<file path="src/rtl/decrypt_round_ctrl.sv">
// decrypt_round_ctrl: sequences the decryption rounds in reverse key order.
// Each round requests key expansion, then sweeps every pixel through the
// inverse-substitution engine, then every pixel through the inverse-permutation engine.
module decrypt_round_ctrl #(
  parameter int IMG_W  = 256,
  parameter int IMG_H  = 256,
  parameter int ROUNDS = 2,
  localparam int RND_W = $clog2(ROUNDS + 1),
  localparam int ROW_W = $clog2(IMG_H),
  localparam int COL_W = $clog2(IMG_W)
) (
  input  logic             clk,
  input  logic             rst,
  input  logic             start,
  output logic             busy,
  output logic             done,
  output logic [RND_W-1:0] round_idx,
  output logic [RND_W-1:0] key_sel,
  output logic             ke_start,
  input  logic             ke_done,
  output logic             op_valid,
  input  logic             op_ready,
  output logic             op_mode,
  output logic [ROW_W-1:0] op_row,
  output logic [COL_W-1:0] op_col,
  output logic             op_last
);

  localparam logic [2:0] S_IDLE    = 3'd0;
  localparam logic [2:0] S_KE_REQ  = 3'd1;
  localparam logic [2:0] S_KE_WAIT = 3'd2;
  localparam logic [2:0] S_SUB     = 3'd3;
  localparam logic [2:0] S_PERM    = 3'd4;
  localparam logic [2:0] S_DONE    = 3'd5;

  localparam logic [ROW_W-1:0] ROW_MAX = ROW_W'(IMG_H - 1);
  localparam logic [COL_W-1:0] COL_MAX = COL_W'(IMG_W - 1);
  localparam logic [RND_W-1:0] RND_MAX = RND_W'(ROUNDS);

  logic [2:0]       state_q, state_d;
  logic [RND_W-1:0] round_q, round_d;
  logic [RND_W-1:0] key_sel_q, key_sel_d;
  logic [ROW_W-1:0] row_q, row_d;
  logic [COL_W-1:0] col_q, col_d;
  logic             busy_q, busy_d;
  logic             done_q, done_d;
  logic             ke_start_q, ke_start_d;
  logic             op_valid_q, op_valid_d;
  logic             op_mode_q, op_mode_d;
  logic             op_last_q, op_last_d;

  logic             hs;
  logic             at_last;

  assign hs      = op_valid_q & op_ready;
  assign at_last = (row_q == ROW_MAX) && (col_q == COL_MAX);

  // Next state, round and pixel counters; outputs are decoded from the next
  // state so that every output port comes straight from a flop.
  always_comb begin
    state_d = state_q;
    round_d = round_q;
    row_d   = row_q;
    col_d   = col_q;

    case (state_q)
      S_IDLE: begin
        if (start) begin
          round_d = RND_W'(1);
          state_d = S_KE_REQ;
        end
      end
      S_KE_REQ: begin
        state_d = S_KE_WAIT;
      end
      S_KE_WAIT: begin
        if (ke_done) begin
          row_d   = '0;
          col_d   = '0;
          state_d = S_SUB;
        end
      end
      S_SUB, S_PERM: begin
        if (hs) begin
          if (at_last) begin
            row_d = '0;
            col_d = '0;
            if (state_q == S_SUB) begin
              state_d = S_PERM;
            end else if (round_q < RND_MAX) begin
              round_d = round_q + RND_W'(1);
              state_d = S_KE_REQ;
            end else begin
              state_d = S_DONE;
            end
          end else if (col_q == COL_MAX) begin
            col_d = '0;
            row_d = row_q + ROW_W'(1);
          end else begin
            col_d = col_q + COL_W'(1);
          end
        end
      end
      S_DONE: begin
        round_d = '0;
        state_d = S_IDLE;
      end
      default: begin
        round_d = '0;
        row_d   = '0;
        col_d   = '0;
        state_d = S_IDLE;
      end
    endcase

    busy_d     = (state_d == S_KE_REQ) || (state_d == S_KE_WAIT) ||
                 (state_d == S_SUB)    || (state_d == S_PERM);
    done_d     = (state_d == S_DONE);
    ke_start_d = (state_d == S_KE_REQ);
    op_valid_d = (state_d == S_SUB) || (state_d == S_PERM);
    op_mode_d  = (state_d == S_PERM);
    op_last_d  = op_valid_d && (row_d == ROW_MAX) && (col_d == COL_MAX);
    key_sel_d  = (round_d == '0) ? '0 : RND_W'(RND_MAX - round_d + RND_W'(1));
  end

  // State and registered outputs with synchronous reset.
  always_ff @(posedge clk) begin
    if (rst) begin
      state_q    <= S_IDLE;
      round_q    <= '0;
      key_sel_q  <= '0;
      row_q      <= '0;
      col_q      <= '0;
      busy_q     <= 1'b0;
      done_q     <= 1'b0;
      ke_start_q <= 1'b0;
      op_valid_q <= 1'b0;
      op_mode_q  <= 1'b0;
      op_last_q  <= 1'b0;
    end else begin
      state_q    <= state_d;
      round_q    <= round_d;
      key_sel_q  <= key_sel_d;
      row_q      <= row_d;
      col_q      <= col_d;
      busy_q     <= busy_d;
      done_q     <= done_d;
      ke_start_q <= ke_start_d;
      op_valid_q <= op_valid_d;
      op_mode_q  <= op_mode_d;
      op_last_q  <= op_last_d;
    end
  end

  assign busy      = busy_q;
  assign done      = done_q;
  assign round_idx = round_q;
  assign key_sel   = key_sel_q;
  assign ke_start  = ke_start_q;
  assign op_valid  = op_valid_q;
  assign op_mode   = op_mode_q;
  assign op_row    = row_q;
  assign op_col    = col_q;
  assign op_last   = op_last_q;

endmodule
</file>
<file path="config.mk">
export PLATFORM = sky130hd
export DESIGN_NAME = decrypt_round_ctrl
export DESIGN_NICKNAME = d
export VERILOG_FILES = /design/src/rtl/decrypt_round_ctrl.sv
export SDC_FILE = /design/constraint.sdc
export NUM_CORES = 1
export LEC_CHECK = 0
export ABC_AREA = 0
export BUFFER_PORTS_ARGS = -buffer_cell sky130_fd_sc_hd__buf_2
export CAP_MARGIN = 10
export CORE_MARGIN = 1.5
export CORE_UTILIZATION = 50
export CTS_BUF_LIST = sky130_fd_sc_hd__clkbuf_8
export CTS_CLUSTER_SIZE = 16
export DETAILED_ROUTE_END_ITERATION = 8
export PLACE_DENSITY = 0.84
export SETUP_SLACK_MARGIN = 0.3
export SLEW_MARGIN = 20
export SYNTH_ARGS = -nofsm -noshare
export SYNTH_HDL_FRONTEND = slang
export SYNTH_SLANG_ARGS = --single-unit
</file>
<file path="constraint.sdc">
create_clock -name clk -period 3.89 [get_ports clk]
set_clock_uncertainty 0.05 [all_clocks]
set_input_delay 0.5835 -clock clk [delete_from_list [all_inputs] [get_ports clk]]
set_output_delay 0.5835 -clock clk [all_outputs]
set_load 0.05 [all_outputs]
</file>
==> results.json <==
{
  "outcome": "complete, no violations",
  "grt_pass1_vias": 1357,
  "syn_area_per_cell_um2": 8.07,
  "gr-total-overflow": 0,
  "firstDrtPassIters": 6,
  "drive_gt1_frac": 0.223,
  "setup_viol": 0,
  "seq_area_frac_synth": 0.378,
  "design_area_um2": 1770,
  "crit_arrival_ns": 3.01,
  "wl_per_cell_um": 15.8,
  "p_per_area_nw_per_um2": 351,
  "fp.dieH_um": 58.4,
  "cts_max_path_buffers": 2,
  "nNetsFinal": 228,
  "port_buffers": 30,
  "ctsHoldBuffers": 0,
  "post-route-util": 0.626,
  "synth_async_sr_flop_share": 0,
  "clock.fmax_mhz": 350,
  "start_kind": "register",
  "syn-num-nets": 198,
  "synth_edf_count": 0,
  "relSlewSlack": 0.325,
  "hold_viol": 0,
  "final_common_cell": "buf_2",
  "die_area_um2": 3410,
  "whs_ns": 0.509,
  "ff2ff_setup_slack_ns": 1.03,
  "crit_path_max_fanout": 16,
  "grt_max_degree": 17,
  "syn_area_um2": 1530,
  "post_cts_buffers": 0,
  "drv_slew": 0,
  "drc": 0,
  "place_area_um2": 1690,
  "fin_tns_setup_ns": 0,
  "ir_worst_vdd_mv": 0.247,
  "drv_cap": 0,
  "fin_crit_sh": 0.735,
  "yosysWarnings": 0,
  "clk_pin_slew_ns": 0.06,
  "vias_per_cell": 6.45,
  "worstSetupPathType": "reg -> reg",
  "pin_count": 31,
  "syn2layout_area_growth_pct": 15.5,
  "rsz0062_at_grt": "no",
  "synthCells": 190,
  "num_rows": 19,
  "hpwl_mm": 2.80,
  "synth_cell_types": 50,
  "grt_usage": 0.249,
  "critPathCaptureType": "register",
  "wirelength_mm": 3.98,
  "vias": 1620,
  "ys_ff_latch": 29,
  "min_period_ns": 2.86,
  "start_util": 0.542,
  "tightestPinTransition_ns": 1.01,
  "die_w_um": 58.4,
  "required_ns": 4.04,
  "tritoncts": "yes",
  "antenna_found_initial": 0,
  "p_total_uw": 622,
  "cts_resized": 0,
  "cts_buffers": 5,
  "mostFrequentLayoutCells": "buf_2 (30), dfxtp_1 (29), nor2_1 (25), o21ai_0 (16), nand2_1 (15)",
  "grt_pass1_wl_mm": 6.37,
  "cts.sink_count": 29,
  "place_congestion": 0.894,
  "n_antenna_cell": 0,
  "power.static_leakage_nw": 0.706,
  "drtAntennaViolNets": 0,
  "drtIter0Drc": 119,
  "cts_root_buf": "clkbuf_8",
  "hold_class": "reg -> reg",
  "coreArea_um2": 2830,
  "clock_latency_ns": 0.28,
  "cts_max_level": 2,
  "synth_top_flop_cell": "dfxtp_1"
}
-- per-layer routing --
layer  GRT usage  vias up  share of wire
li1            -      759              -
met1       0.335      750           0.42
met2       0.364       98           0.45
met3      0.0769       13          0.097
met4       0.113        0          0.027
met5           0        -              0
-- synth_stat cells, types with 2 or more instances --
master | number | share of area
a211oi_1 | 2 | 0.0098
a21oi_1 | 14 | 0.046
a22oi_1 | 4 | 0.020
a311oi_1 | 2 | 0.011
a31oi_1 | 2 | 0.0082
and2_1 | 2 | 0.0082
and3_1 | 2 | 0.0082
clkbuf_1 | 5 | 0.012
dfxtp_1 | 29 | 0.38
ha_1 | 3 | 0.024
inv_1 | 4 | 0.0098
nand2_1 | 15 | 0.037
nand3_1 | 8 | 0.026
nand4_1 | 3 | 0.012
nand4b_1 | 2 | 0.011
nor2_1 | 25 | 0.061
nor2b_1 | 4 | 0.016
nor3_1 | 11 | 0.036
nor3b_1 | 2 | 0.0098
nor4_1 | 4 | 0.016
o21ai_0 | 16 | 0.052
o22ai_1 | 2 | 0.0082
or2_2 | 2 | 0.0082
-- flip-flops by register name, summed over array words and instances (netlist names) --
| register | count |
|---|---|
| op_mode | 1 |
| op_row | 8 |
| key_sel | 2 |
| op_last | 1 |
| ke_start | 1 |
| op_col | 8 |
| round_idx | 2 |
| busy | 1 |
| op_valid | 1 |
| done | 1 |
| state_q | 3 |
-- cell families after synthesis --
group	count (synthesis)	synth area share
AND/OR/NAND/NOR	92	0.334
buffers and inverters	11	0.0343
adder cells (fa/ha/maj)	3	0.0245
flip-flops	29	0.378
XOR/XNOR	1	0.00571
AO/OA/AOI/OAI	54	0.223
-- power by group --
group / internal (mW) / switching [mW] / total (mW)
clock network: 0.137 / 0.108 / 0.245
logic: 0.0185 / 0.0486 / 0.0671
registers: 0.304 / 0.00601 / 0.310
-- final cells by class --
type / count / area (um2)
Fill cell: 259 / 1060
Multi-Input combinational cell: 150 / 901
Sequential cell: 29 / 581
Timing Repair Buffer: 30 / 150
Clock buffer: 6 / 82.6
Tap cell: 31 / 38.8
Inverter: 4 / 15.0
Clock inverter: 1 / 3.75
-- path summary, 6_finish.rpt --
path         depth (start not counted)                   from                    to
max                                  7  state_q[2]$_SDFF_PP0_    op_last$_SDFF_PP0_
min                                  1   op_col[5]$_SDFF_PP0_  op_col[5]$_SDFF_PP0_
max reg2reg                          7  state_q[2]$_SDFF_PP0_    op_last$_SDFF_PP0_
min reg2reg                          1   op_col[5]$_SDFF_PP0_  op_col[5]$_SDFF_PP0_
-- critical path, cell delays in order, from the launching register on --
cell	delay (ns)
dfxtp_1	0.62
nor3b_2	0.46
nor2_1	0.34
a21oi_2	0.34
o21ai_0	0.14
a31oi_1	0.21
or3b_4	0.42
nor4b_4	0.20
-- through the flow --
| step | worst slack (ns) | std cells |
|---|---|---|
| after floorplan | 1.24 | 190 |
| after global placement | 1.13 | 244 |
| after detailed placement | 1.14 | 244 |
| after CTS | 1.12 | 251 |
| after global routing | 0.870 | 251 |
| final | 1.03 | 251 |
(Power assumes the default switching activity.)
